[src/rtl/sc_outbus_bcd_pkg.sv]
// Shared types and constants for the output-bus BCD display block:
// conversion FSM states, blank pattern and active-low digit glyphs.
package sc_outbus_bcd_pkg;

    typedef enum logic [1:0] {
        ST_IDLE,
        ST_SHIFT,
        ST_DONE
    } state_t;

    // Segment order is {g,f,e,d,c,b,a}, active-low.
    localparam logic [6:0] SEG_BLANK = 7'h7F;

    // Entry d (0..9) holds the glyph for decimal digit d.
    localparam logic [9:0][6:0] SEG_PAT = {
        7'h10, 7'h00, 7'h78, 7'h02, 7'h12,
        7'h19, 7'h30, 7'h24, 7'h79, 7'h40
    };

endpackage

[src/rtl/sc_bcd7seg.sv]
// BCD digit to active-low 7-segment decoder with blank override.
// Ports: digit (4-bit BCD), blank (force off), seg ({g..a}, active-low).
module sc_bcd7seg
    import sc_outbus_bcd_pkg::*;
(
    input  logic [3:0] digit,
    input  logic       blank,
    output logic [6:0] seg
);

    // Codes 10..15 cannot come out of the converter; show nothing.
    always_comb begin
        seg = SEG_BLANK;
        if (!blank && digit <= 4'd9) begin
            seg = SEG_PAT[digit];
        end
    end

endmodule

[src/rtl/sc_outbus_bcd.sv]
// Converts each new datapath bus value to packed BCD (double dabble)
// and scans it onto a multiplexed active-low 7-segment display.
// Ports: clock, async active-low reset, data bus in, BCD bus out,
// valid pulse, busy flag, segments {g..a} and one-hot anodes (active-low).
module sc_outbus_bcd
    import sc_outbus_bcd_pkg::*;
#(
    parameter int DATAWIDTH_BUS = 16,
    parameter int DIGITS        = 5,
    parameter int REFRESH_DIV   = 50000,
    parameter int BLANK_ZEROS   = 1
) (
    input  logic                       sc_outbus_bcd_CLOCK_50,
    input  logic                       sc_outbus_bcd_RESET_InLow,
    input  logic [DATAWIDTH_BUS-1:0]   sc_outbus_bcd_data_InBUS,
    output logic [4*DIGITS-1:0]        sc_outbus_bcd_bcd_OutBUS,
    output logic                       sc_outbus_bcd_valid_OutHigh,
    output logic                       sc_outbus_bcd_busy_OutHigh,
    output logic [6:0]                 sc_outbus_bcd_segments_OutLow,
    output logic [DIGITS-1:0]          sc_outbus_bcd_anodes_OutLow
);

    localparam int DW = DATAWIDTH_BUS;
    localparam int BW = 4 * DIGITS;
    localparam int CW = $clog2(DATAWIDTH_BUS + 1);
    localparam int PW = (REFRESH_DIV > 1) ? $clog2(REFRESH_DIV) : 1;
    localparam int IW = (DIGITS > 1) ? $clog2(DIGITS) : 1;

    logic clk;
    logic rst_n;
    assign clk   = sc_outbus_bcd_CLOCK_50;
    assign rst_n = sc_outbus_bcd_RESET_InLow;

    state_t          state;
    state_t          state_next;
    logic            start;
    logic [DW-1:0]   captured;
    logic [DW-1:0]   bin;
    logic [BW-1:0]   scratch;
    logic [BW-1:0]   adjusted;
    logic [BW-1:0]   bcd;
    logic [CW-1:0]   cnt;
    logic            valid;
    logic            busy;

    always_ff @(posedge clk or negedge rst_n) begin
        if (!rst_n) begin
            state <= ST_IDLE;
        end else begin
            state <= state_next;
        end
    end

    always_comb begin
        state_next = state;
        start      = 1'b0;
        case (state)
            ST_IDLE: begin
                if (sc_outbus_bcd_data_InBUS != captured) begin
                    start      = 1'b1;
                    state_next = ST_SHIFT;
                end
            end
            ST_SHIFT: begin
                if (cnt == CW'(DW - 1)) begin
                    state_next = ST_DONE;
                end
            end
            ST_DONE:  state_next = ST_IDLE;
            default:  state_next = ST_IDLE;
        endcase
    end

    // Double-dabble correction applied before each shift.
    always_comb begin
        adjusted = scratch;
        for (int i = 0; i < DIGITS; i++) begin
            if (scratch[4*i +: 4] >= 4'd5) begin
                adjusted[4*i +: 4] = scratch[4*i +: 4] + 4'd3;
            end
        end
    end

    always_ff @(posedge clk or negedge rst_n) begin
        if (!rst_n) begin
            captured <= '0;
            bin      <= '0;
            scratch  <= '0;
            cnt      <= '0;
            bcd      <= '0;
            valid    <= 1'b0;
            busy     <= 1'b0;
        end else begin
            valid <= 1'b0;
            case (state)
                ST_IDLE: begin
                    if (start) begin
                        captured <= sc_outbus_bcd_data_InBUS;
                        bin      <= sc_outbus_bcd_data_InBUS;
                        scratch  <= '0;
                        cnt      <= '0;
                        busy     <= 1'b1;
                    end
                end
                ST_SHIFT: begin
                    scratch <= {adjusted[BW-2:0], bin[DW-1]};
                    bin     <= {bin[DW-2:0], 1'b0};
                    cnt     <= cnt + CW'(1);
                end
                ST_DONE: begin
                    bcd   <= scratch;
                    valid <= 1'b1;
                    busy  <= 1'b0;
                end
                default: ;
            endcase
        end
    end

    logic [PW-1:0] presc;
    logic [IW-1:0] idx;

    always_ff @(posedge clk or negedge rst_n) begin
        if (!rst_n) begin
            presc <= '0;
            idx   <= '0;
        end else if (presc == PW'(REFRESH_DIV - 1)) begin
            presc <= '0;
            idx   <= (idx == IW'(DIGITS - 1)) ? '0 : idx + IW'(1);
        end else begin
            presc <= presc + PW'(1);
        end
    end

    // Leading-zero run scanned from the top digit down; digit 0 never blanks.
    logic [DIGITS-1:0] blank;
    logic              lz;

    always_comb begin
        blank = '0;
        lz    = 1'b1;
        for (int i = DIGITS - 1; i > 0; i--) begin
            lz       = lz & (bcd[4*i +: 4] == 4'd0);
            blank[i] = lz & (BLANK_ZEROS != 0);
        end
    end

    logic [3:0]        cur_digit;
    logic              cur_blank;
    logic [DIGITS-1:0] anodes_next;
    logic [6:0]        seg_next;

    always_comb begin
        cur_digit   = '0;
        cur_blank   = 1'b0;
        anodes_next = '1;
        for (int i = 0; i < DIGITS; i++) begin
            if (idx == IW'(i)) begin
                cur_digit      = bcd[4*i +: 4];
                cur_blank      = blank[i];
                anodes_next[i] = 1'b0;
            end
        end
    end

    sc_bcd7seg u_dec (
        .digit (cur_digit),
        .blank (cur_blank),
        .seg   (seg_next)
    );

    logic [6:0]        seg_q;
    logic [DIGITS-1:0] anodes_q;

    always_ff @(posedge clk or negedge rst_n) begin
        if (!rst_n) begin
            seg_q    <= SEG_BLANK;
            anodes_q <= '1;
        end else begin
            seg_q    <= seg_next;
            anodes_q <= anodes_next;
        end
    end

    assign sc_outbus_bcd_bcd_OutBUS      = bcd;
    assign sc_outbus_bcd_valid_OutHigh   = valid;
    assign sc_outbus_bcd_busy_OutHigh    = busy;
    assign sc_outbus_bcd_segments_OutLow = seg_q;
    assign sc_outbus_bcd_anodes_OutLow   = anodes_q;

endmodule
[config.mk]
export PLATFORM = sky130hd
export DESIGN_NAME = sc_outbus_bcd
export DESIGN_NICKNAME = d
export VERILOG_FILES = /design/src/rtl/sc_outbus_bcd_pkg.sv /design/src/rtl/sc_bcd7seg.sv /design/src/rtl/sc_outbus_bcd.sv
export SDC_FILE = /design/constraint.sdc
export NUM_CORES = 1
export LEC_CHECK = 0
export BUFFER_PORTS_ARGS = -buffer_cell sky130_fd_sc_hd__buf_2
export CAP_MARGIN = 10
export CELL_PAD_IN_SITES_DETAIL_PLACEMENT = 1
export CELL_PAD_IN_SITES_GLOBAL_PLACEMENT = 1
export CORE_ASPECT_RATIO = 0.7
export CORE_MARGIN = 2
export CORE_UTILIZATION = 40
export DETAILED_ROUTE_END_ITERATION = 6
export PLACE_DENSITY_LB_ADDON = 0.1
export SETUP_SLACK_MARGIN = 0.5
export SLEW_MARGIN = 30
export SYNTH_ARGS = -nofsm -noshare
export SYNTH_HDL_FRONTEND = slang
export SYNTH_SLANG_ARGS = --single-unit
[constraint.sdc]
create_clock -name sc_outbus_bcd_CLOCK_50 -period 4.6 [get_ports sc_outbus_bcd_CLOCK_50]
set_input_delay 0.69 -clock sc_outbus_bcd_CLOCK_50 [delete_from_list [all_inputs] [get_ports sc_outbus_bcd_CLOCK_50]]
set_output_delay 0.69 -clock sc_outbus_bcd_CLOCK_50 [all_outputs]
set_load 0.03 [all_outputs]
==> key figures, run 1 <==
Status
  • Status: complete, no violations

Clock tree
  • Insertion delay to the later sink of the worst-skew pair: 0.35 ns
  • # H-tree levels: 3
  • CTS tree: yes
  • CTS Hold Bufs: 0
  • Longest Clk Path Bufs: 2
  • Post-CTS Resized: 0
  • Clock sink count: 112
  • Worst-path clk slew: 0.07 ns
  • Post CTS Setup Buffer Count: 0
  • Root buf cell: clkbuf_16
  • Number of buffers created by CTS: 9

STA
  • Fraction of the cycle the final worst path needs: 62.5%
  • RSZ-0062 raised after global routing: no
  • Setup TNS: 0 ns
  • Tightest Pin Transition: 0.783 ns
  • Setup WS post-layout: 1.73 ns
  • Max Clock Freq: 348 MHz
  • Slew headroom: 47.4%
  • Hold violation total from the final report: 0
  • Min Tclk post-route: 2.87 ns
  • Hold_ws: 0.304 ns
  • Final count of pins violating max slew: 0
  • Fin Clk Skew: 0.00687 ns
  • Finish-stage setup viols: 0

Global routing
  • GR Util All Layers: 18.6%
  • Initial antenna violation count: 0
  • First-pass GRT wire length: 20.9 mm
  • Congestion Overflow GR: 0
  • Largest net degree at the start of global routing: 44
  • Vias in the first global route: 3888

Floorplanning
  • Die ar.: 14700 µm²
  • Core area: 13300 µm²
  • Ports: 52
  • Die X-Extent: 144 µm
  • Initial core utilization: 41.4%
  • Die boundary height: 102 µm
  • FP Rows: 35

Route
  • Via density: 5.32
  • Vias post-DR: 3865
  • Post-route ant nets: 0
  • Wire length per cell: 17.4 µm
  • DR pass1 iterations: 4
  • DRT Wirelength: 12.7 mm
  • First DRT Iteration DRCs: 238
  • # DRC: 0

Worst setup path
  • CP max FO: 12
  • CP required: 4.89 ns
  • Worst setup EP type: flip-flop
  • Critical Path Start Type: flip-flop
  • Critical Path Slowest Stage Cell: a311oi_1
  • WS Path Type: reg -> reg
  • CP bufs+invs: 2
  • CP peak stage delay: 0.75 ns
  • Flop2flop setup slack: 1.73 ns
  • CP Cell Sequence: inv_1, ha_1, nand2_1, a311oi_1, inv_1, ha_1, or3_1, nand4_1
  • CP delay by family, top: simple AND/OR/NAND/NOR gates
  • Worst R2R End: sc_outbus_bcd_segments_OutLow[4]
  • FF-to-FF Start: idx[1]
  • CP arrival: 3.16 ns
  • R2R cell count: 8

Final layout
  • Ant diodes: 0
  • Most frequent cells in the layout: 100 x dfrtp_1, 50 x buf_2, 42 x nand2_1
  • Share of layout cells above drive strength 1: 22.9%
  • Leading cell type in the layout, fill and taps excluded: dfrtp_1
  • Synth-to-Final Area Change: 13.3%
  • Nets: 577

Logic synthesis
  • Yosys reg bits: 112
  • Count of cell types in the netlist: 53
  • Cell area after synthesis: 5500 µm²
  • Instance count of the mapped netlist: 491
  • Synth Net Count: 532
  • Async SR Flop Fraction: 100%
  • Post-synthesis sequential area ratio: 51.3%
  • Yosys warns: 0
  • Syn avg cell area: 11.2 µm²
  • Post-synth EDFFs: 0
  • Main flop type after synthesis: dfrtp_1

Flow run
  • Max_cap viols: 0

Place
  • Buffers added on ports: 51
  • Worst slack, placed: 1.79 ns
  • Gpl congestion: 0.794
  • Detailed placement HPWL: 8.79 mm

Worst hold path
  • HP Class: in -> async

Power
  • PD cells: 648 nW/µm²
  • Peak supply drop: 0.222 mV
  • Leak Pwr: 0.00283 µW
[state kept, by name, indices dropped and copies added (netlist names)]
register,count
state,2
bin,16
sc_outbus_bcd_valid_OutHigh,1
idx,3
sc_outbus_bcd_bcd_OutBUS,20
sc_outbus_bcd_anodes_OutLow,5
cnt,5
scratch,20
captured,16
sc_outbus_bcd_busy_OutHigh,1
presc,16
sc_outbus_bcd_segments_OutLow,7
[cell type report]
| type | instances | area (µm²) |
|---|---|---|
| Sequential cell | 112 | 2820 |
| Tap cell | 185 | 231 |
| Clock inverter | 2 | 37.5 |
| Multi-Input combinational cell | 334 | 2480 |
| Inverter | 22 | 82.6 |
| Fill cell | 1471 | 7040 |
| Clock buffer | 14 | 264 |
| Timing Repair Buffer | 57 | 315 |
[Yosys cell counts, types with 6 or more instances]
cell | number | share of area, %
xnor2_1 | 8 | 1.3
clkbuf_1 | 10 | 0.68
and2_1 | 17 | 1.9
nand2_1 | 42 | 2.9
a21oi_1 | 16 | 1.5
nor2_1 | 19 | 1.3
ha_1 | 23 | 5.2
mux2_2 | 35 | 7.2
a31oi_1 | 6 | 0.68
nand3b_1 | 6 | 0.82
o21ai_0 | 23 | 2.1
xor2_1 | 29 | 4.6
a221o_1 | 16 | 2.9
nor2b_1 | 8 | 0.91
o22ai_1 | 13 | 1.5
nand3_1 | 8 | 0.73
buf_2 | 8 | 0.73
dfstp_2 | 12 | 5.7
nor4_1 | 7 | 0.80
dfrtp_1 | 100 | 46
nand2b_1 | 6 | 0.68
inv_1 | 22 | 1.5
[metal layers]
| layer | part of all wire (%) | global-route usage [%] |
|---|---|---|
| met1 | 53 | 27.4 |
| met4 | 0.60 | 4.75 |
| met3 | 2.6 | 3.98 |
| met2 | 44 | 28.1 |
| met5 | 0 | 0 |
[worst reg2reg max path, delay by kind of cell (launching register included)]
family	cells	cell delay, ns
compound gates	1	0.75
fa+ha+maj	2	0.55
buf+inv	2	0.29
flops	1	0.41
simple gates	3	0.81
[how the worst max path moves through the flow]
stage,startpoint,endpoint,depth (start not counted)
floorplan,idx[0],sc_outbus_bcd_segments_OutLow[4],9
global placement,sc_outbus_bcd_data_InBUS[3],captured[12],7
detailed placement,idx[0],sc_outbus_bcd_segments_OutLow[1],8
CTS,idx[0],sc_outbus_bcd_segments_OutLow[4],8
global route,idx[0],sc_outbus_bcd_segments_OutLow[1],8
finish,idx[1],sc_outbus_bcd_segments_OutLow[4],8
[through the flow]
| stage | area [µm²] | power [µW] | std cells | utilization [%] |
|---|---|---|---|---|
| detailed placement | 5930 | 3250 | 710 | 44.7 |
| finish | 6230 | 4040 | 726 | 46.9 |
| global placement | 5930 | 3170 | 710 | 44.7 |
| floorplan | 5500 | 2790 | 491 | - |
| global route | 6230 | 4330 | 726 | 46.9 |
| CTS | 6230 | 4070 | 726 | 46.9 |
[logic make-up (layout without fill, tap and decap cells)]
kind of cell	count (synthesis)	after routing	share of synthesized area (%)
xor+xnor	37	37	5.90
buf+inv	45	95	3.76
flops	112	112	51.3
compound gates	97	97	12.5
simple gates	139	139	13.6
fa+ha+maj	23	23	5.24
mux	38	38	7.72
[where the power goes]
| group | total (µW) | switching (µW) | internal [µW] |
|---|---|---|---|
| clock network | 810 | 356 | 454 |
| logic | 1600 | 904 | 695 |
| registers | 1630 | 297 | 1330 |
Power figures use the tool's default switching activity.
==> inputs of run 2 (changes only) <==
==> constraint.sdc (replaced) <==
create_clock -name sc_outbus_bcd_CLOCK_50 -period 2.85 [get_ports sc_outbus_bcd_CLOCK_50]
set_input_delay 0.4275 -clock sc_outbus_bcd_CLOCK_50 [delete_from_list [all_inputs] [get_ports sc_outbus_bcd_CLOCK_50]]
set_output_delay 0.4275 -clock sc_outbus_bcd_CLOCK_50 [all_outputs]
set_load 0.03 [all_outputs]
==> key figures, run 2 (same netlist as run 1, synthesis figures left out) <==
Worst setup path
  • R2R cell count: 9 (+1)
  • CP max FO: 3 (-9)
  • Worst R2R End: sc_outbus_bcd_segments_OutLow[4]
  • CP required: 3.14 ns (-1.75 ns)
  • CP arrival: 2.62 ns (-0.54 ns)
  • FF-to-FF Start: idx[0]
  • WS Path Type: reg -> reg
  • Flop2flop setup slack: 0.51 ns (-1.21 ns)
  • Critical Path Start Type: flip-flop
  • Worst setup EP type: flip-flop

Global routing
  • First-pass GRT wire length: 21.5 mm (+2.6%)
  • Congestion Overflow GR: 0 (unchanged)
  • Vias in the first global route: 4105 (+5.6%)
  • GR Util All Layers: 19.0% (+0.41 points)
  • Largest net degree at the start of global routing: 44 (unchanged)
  • Initial antenna violation count: 0 (unchanged)

Clock tree
  • Root buf cell: clkbuf_16
  • CTS Hold Bufs: 0 (unchanged)
  • # H-tree levels: 3 (unchanged)
  • Clock sink count: 112 (unchanged)
  • Worst-path clk slew: 0.07 ns (about the same)
  • CTS tree: yes
  • Longest Clk Path Bufs: 2 (unchanged)
  • Number of buffers created by CTS: 9 (unchanged)
  • Insertion delay to the later sink of the worst-skew pair: 0.35 ns (about the same)

Final layout
  • Cell Count, Final, Fillers Out: 741 (+2.1%)
  • Ant diodes: 0 (unchanged)
  • Leading cell type in the layout, fill and taps excluded: dfrtp_1
  • Synth-to-Final Area Change: 18.0%
  • Post-route design area: 6480 µm² (+4.1%)
  • Most frequent cells in the layout: 99 x dfrtp_1, 50 x buf_2, 41 x nand2_1
  • Fill cell count: 1436 (-2.4%)
  • Share of layout cells above drive strength 1: 28.6% (+5.7 points)
  • Nets: 592 (+2.6%)

Route
  • DR pass1 iterations: 4 (unchanged)
  • Via density: 5.33 (about the same)
  • Post-route ant nets: 0 (unchanged)
  • Wire length per cell: 17.3 µm (-0.83%)
  • First DRT Iteration DRCs: 213 (-11%)
  • Vias post-DR: 3948 (+2.1%)
  • DRT Wirelength: 12.8 mm (+1.2%)
  • # DRC: 0 (unchanged)

STA
  • Final count of pins violating max slew: 0 (unchanged)
  • Fin Clk Skew: 0.00914 ns (+0.00227 ns)
  • Slew headroom: 39.5% (-7.9 points)
  • Hold violation total from the final report: 0 (unchanged)
  • Finish-stage setup viols: 0 (unchanged)
  • Min Tclk post-route: 2.34 ns (-0.536 ns)
  • Tightest Pin Transition: 0.906 ns (+0.123 ns)
  • RSZ-0062 raised after global routing: yes
  • Hold_ws: 0.0242 ns (-0.280 ns)
  • Setup TNS: 0 ns (unchanged)
  • Fraction of the cycle the final worst path needs: 82.0% (+20 points)
  • Max Clock Freq: 428 MHz (+23%)

Floorplanning
  • Die ar.: 14700 µm² (unchanged)
  • Initial core utilization: 41.4% (unchanged)
  • Die X-Extent: 144 µm (unchanged)
  • FP Rows: 35 (unchanged)
  • Die boundary height: 102 µm (unchanged)
  • Core area: 13300 µm² (unchanged)
  • Ports: 52 (unchanged)

Power
  • Switching Share: 38.3% (-0.31 points)
  • Sw Pwr: 2540 µW (+63%)
  • Peak supply drop: 0.378 mV (+70%)
  • Total power: 6650 µW (+65%)
  • Clock power share: 20.5% (+0.4 points)
  • Logic gate share of total power: 40.2% (+0.6 points)
  • Int Pwr: 4100 µW (+66%)
  • Leak Pwr: 0.00292 µW (+3.3%)
  • PD cells: 1030 nW/µm² (+58%)
  • Sequential share of power: 39.3% (-1.0 points)

Worst hold path
  • HP Class: in -> async

Flow run
  • Max_cap viols: 0 (unchanged)

Place
  • Buffers added on ports: 51 (unchanged)
  • Cell Area, Placed: 5990 µm² (+1.1%)
  • Detailed placement HPWL: 8.97 mm (+2.0%)
  • Gpl congestion: 0.817 (+2.9%)
  • Placed instance count: 717 (+0.99%)

Status
  • Status: complete, no violations
## run 2: power groups by stage
stage	logic [µW]	registers (µW)	clock network, µW
6_report	2670	2610	1370
5_1_grt	2980	2690	1470
4_1_cts	2690	2610	1400
3_5_place_dp	2620	2630	0
3_3_place_gp	2530	2610	0
2_1_floorplan	1770	2740	0
## run 2: repair_timing
item	4_1_cts	5_1_grt
endpoints found under the setup margin	26	7
buffers inserted	5	2
gates resized for setup	15	9
pin swaps	5	9
gates cloned	1	0
## run 2: layer usage
| layer | routed length [µm] | up-vias | part of all wire, % | track usage [%] |
|---|---|---|---|---|
| met4 | 161 | 0 | 1.3 | 5.13 |
| met5 | 0 | - | 0 | 0 |
| met2 | 5760 | 55 | 45 | 29.8 |
| met3 | 436 | 16 | 3.4 | 4.45 |
| met1 | 6450 | 2007 | 50 | 26.7 |
| li1 | - | 1870 | - | - |
## run 2: how the worst max path moves through the flow
stage                                     start                          endpoint  depth (start not counted)
global placement    sc_outbus_bcd_data_InBUS[3]                        scratch[9]                          7
global route                             idx[0]  sc_outbus_bcd_segments_OutLow[4]                          9
floorplan                                idx[0]  sc_outbus_bcd_segments_OutLow[4]                          9
finish                                   idx[0]  sc_outbus_bcd_segments_OutLow[4]                          9
CTS                                      idx[1]  sc_outbus_bcd_segments_OutLow[4]                          9
detailed placement  sc_outbus_bcd_data_InBUS[3]                       scratch[13]                          7
## run 2: layout make-up
| cell class | count | area, µm² | area share (%) |
|---|---|---|---|
| flip-flops and latches | 112 | 2820 | 43.5 |
| multi-input cells | 335 | 2610 | 40.2 |
| repair buffers | 71 | 428 | 6.60 |
| well taps | 185 | 231 | 3.57 |
| clock buffers | 10 | 229 | 3.53 |
| clock inverters | 6 | 90.1 | 1.39 |
| inverters | 22 | 82.6 | 1.27 |
## run 2: worst max-delay path, stage by stage (launching register included)
cell and delay (ns):
dfrtp_1 0.42, ha_2 0.22, ha_4 0.16, or2_4 0.23
a221o_1 0.30, a31oi_4 0.19, inv_2 0.10, ha_2 0.20
or3_1 0.36, nand4_1 0.09
## run 2: metrics by stage
| step | setup WS, ns | utilization (%) |
|---|---|---|
| 2_1_floorplan | 0.539 | - |
| 3_3_place_gp | 0.305 | 45.2 |
| 3_5_place_dp | 0.258 | 45.2 |
| 4_1_cts | 0.463 | 48.4 |
| 5_1_grt | 0.429 | 48.9 |
| 6_report | 0.513 | 48.9 |
==> inputs of run 3 (changes only) <==
==> constraint.sdc (replaced) <==
create_clock -name sc_outbus_bcd_CLOCK_50 -period 2.1 [get_ports sc_outbus_bcd_CLOCK_50]
set_input_delay 0.315 -clock sc_outbus_bcd_CLOCK_50 [delete_from_list [all_inputs] [get_ports sc_outbus_bcd_CLOCK_50]]
set_output_delay 0.315 -clock sc_outbus_bcd_CLOCK_50 [all_outputs]
set_load 0.03 [all_outputs]
==> key figures, run 3 (same netlist as run 1, synthesis figures left out) <==
Route
  • Wire length per cell: 19.0 µm (+9.9%)
  • DRT Wirelength: 15.4 mm (+20%)
  • Via density: 5.27 (-1.2%)
  • DR pass1 iterations: 4 (unchanged)
  • Vias post-DR: 4260 (+7.9%)
  • # DRC: 0 (unchanged)
  • Post-route ant nets: 0 (unchanged)
  • First DRT Iteration DRCs: 148 (-31%)

Floorplanning
  • Die ar.: 14700 µm² (unchanged)
  • Initial core utilization: 41.4% (unchanged)
  • Die X-Extent: 144 µm (unchanged)
  • FP Rows: 35 (unchanged)
  • Die boundary height: 102 µm (unchanged)
  • Ports: 52 (unchanged)
  • Core area: 13300 µm² (unchanged)

Power
  • Peak supply drop: 0.588 mV (+56%)
  • Int Pwr: 6600 µW (+61%)
  • Total power: 10800 µW (+63%)
  • Clock power share: 16.8% (-3.7 points)
  • Leak Pwr: 0.00341 µW (+17%)
  • Sw Pwr: 4230 µW (+66%)
  • PD cells: 1440 nW/µm² (+40%)
  • Switching Share: 39.1% (+0.80 points)
  • Sequential share of power: 33.0% (-6.3 points)
  • Logic gate share of total power: 50.1% (+9.9 points)

Place
  • Gpl congestion: 0.779 (-4.7%)
  • Detailed placement HPWL: 9.77 mm (+8.9%)
  • Placed instance count: 761 (+6.1%)
  • Worst slack, placed: -0.326 ns (-0.584 ns)
  • Buffers added on ports: 51 (unchanged)

Final layout
  • Synth-to-Final Area Change: 37.0%
  • Fill cell count: 1391 (-3.1%)
  • Share of layout cells above drive strength 1: 44.2% (+16 points)
  • Nets: 660 (+11%)
  • Most frequent cells in the layout: 98 x dfrtp_1, 57 x buf_4, 50 x buf_2
  • Final core utilization: 56.7% (+7.9 points)
  • Ant diodes: 0 (unchanged)
  • Cell Count, Final, Fillers Out: 809 (+9.2%)
  • Leading cell type in the layout, fill and taps excluded: dfrtp_1

STA
  • Final count of pins violating max slew: 0 (unchanged)
  • Tightest Pin Transition: 0.577 ns (-0.330 ns)
  • Fraction of the cycle the final worst path needs: 109% (+27 points)
  • Hold_ws: 0.249 ns (+0.225 ns)
  • RSZ-0062 raised after global routing: yes
  • Setup WS post-layout: -0.196 ns (-0.709 ns)
  • Max Clock Freq: 436 MHz (+1.8%)
  • Slew headroom: 61.3% (+22 points)
  • Min Tclk post-route: 2.30 ns (-0.0410 ns)
  • Fin Clk Skew: 0.0112 ns (+0.00207 ns)
  • Hold violation total from the final report: 0 (unchanged)
  • Finish-stage setup viols: 26 (+26)

Global routing
  • Congestion Overflow GR: 0 (unchanged)
  • Largest net degree at the start of global routing: 57 (+30%)
  • Initial antenna violation count: 0 (unchanged)
  • First-pass GRT wire length: 24.8 mm (+15%)
  • Vias in the first global route: 4679 (+14%)
  • GR Util All Layers: 21.9% (+2.9 points)

Clock tree
  • Insertion delay to the later sink of the worst-skew pair: 0.35 ns (about the same)
  • Worst-path clk slew: 0.07 ns (about the same)
  • Number of buffers created by CTS: 9 (unchanged)
  • # H-tree levels: 3 (unchanged)
  • Clock sink count: 112 (unchanged)
  • Root buf cell: clkbuf_16
  • Longest Clk Path Bufs: 2 (unchanged)
  • CTS tree: yes

Status
  • Status: complete, but fails checks
  • Violated checks: setup timing

Worst setup path
  • WS Path Type: reg -> reg
  • Worst setup EP type: flip-flop
  • CP arrival: 2.54 ns (-0.08 ns)
  • R2R cell count: 10 (+1)
  • CP required: 2.35 ns (-0.79 ns)
  • CP max FO: 7 (+4)
  • Critical Path Start Type: flip-flop

Worst hold path
  • HP Class: in -> reg
  • Worst Hold Depth: 2

Flow run
  • Max_cap viols: 0 (unchanged)
[run 3: changes by cell type in the layout (fill, tap and decap cells not counted), moves of 6 or more]
cell / before / now
buf_4: 18 / 57
buf_6: 2 / 20
mux2_2: 35 / 23
mux2_4: 0 / 12
o21ai_0: 23 / 12
o22ai_1: 13 / 2
o22ai_2: 0 / 11
o21ai_2: 1 / 8
nor2_1: 18 / 12
[run 3: layout make-up]
cell class	count	area [µm²]	area share (%)
flip-flops and latches	112	2820	37.5
inverters	22	82.6	1.10
clock buffers	10	239	3.17
multi-input cells	335	2930	38.9
well taps	185	231	3.07
clock inverters	6	75.1	0.997
repair buffers	139	1150	15.3
[run 3: worst paths after layout]
path / slack [ns] / to / startpoint
max: -0.20 / sc_outbus_bcd_segments_OutLow[1] / idx[1]
min: 0.25 / bin[2] / sc_outbus_bcd_data_InBUS[2]
max reg2reg: -0.20 / sc_outbus_bcd_segments_OutLow[1] / idx[1]
min reg2reg: 0.50 / bin[0] / bin[0]
max in group asynchronous: 0.86 / sc_outbus_bcd_anodes_OutLow[1] / sc_outbus_bcd_RESET_InLow
min in group asynchronous: 0.47 / captured[9] / sc_outbus_bcd_RESET_InLow
[run 3: metrics by stage]
step           cell area [µm²]  setup TNS [ns]
2_1_floorplan             5570          -0.429
3_3_place_gp              6350          -13.18
3_5_place_dp              6380           -7.03
4_1_cts                   7340           -1.87
5_1_grt                   7530           -4.27
6_report                  7530           -1.58
[run 3: layer usage]
layer	wire, µm	up-vias	share of wire (%)	GRT usage (%)
met2	7370	74	48	36.2
met4	126	0	0.82	5.20
met3	529	14	3.4	4.08
li1	-	1997	-	-
met5	0	-	0	0
met1	7340	2175	48	30.3
[run 3: worst max-delay path: stages (launching register included)]
cell and delay (ns):
dfrtp_1 0.41, ha_2 0.21, ha_4 0.15, or2_4 0.23, a221o_1 0.33, a31oi_4 0.22, inv_2 0.09, ha_2 0.20
nor2_2 0.13, o21ai_4 0.10, o311ai_1 0.13
[run 3: repair_timing]
item,in CTS,in global routing
resized for setup,94,32
cloned,6,1
hold buffers,1,0
hold endpoints to repair,29,0
buffers inserted,20,4
pin swaps,24,17
setup endpoints to repair,78,97
[run 3: power by group through the flow]
stage / Sequential (µW) / Combinational (µW) / Clock, µW
after global routing: 3690 / 5870 / 1940
after detailed placement: 3580 / 3900 / 0
final: 3580 / 5430 / 1820
after global placement: 3540 / 3650 / 0
after floorplan: 3720 / 2460 / 0
after CTS: 3560 / 5120 / 1870
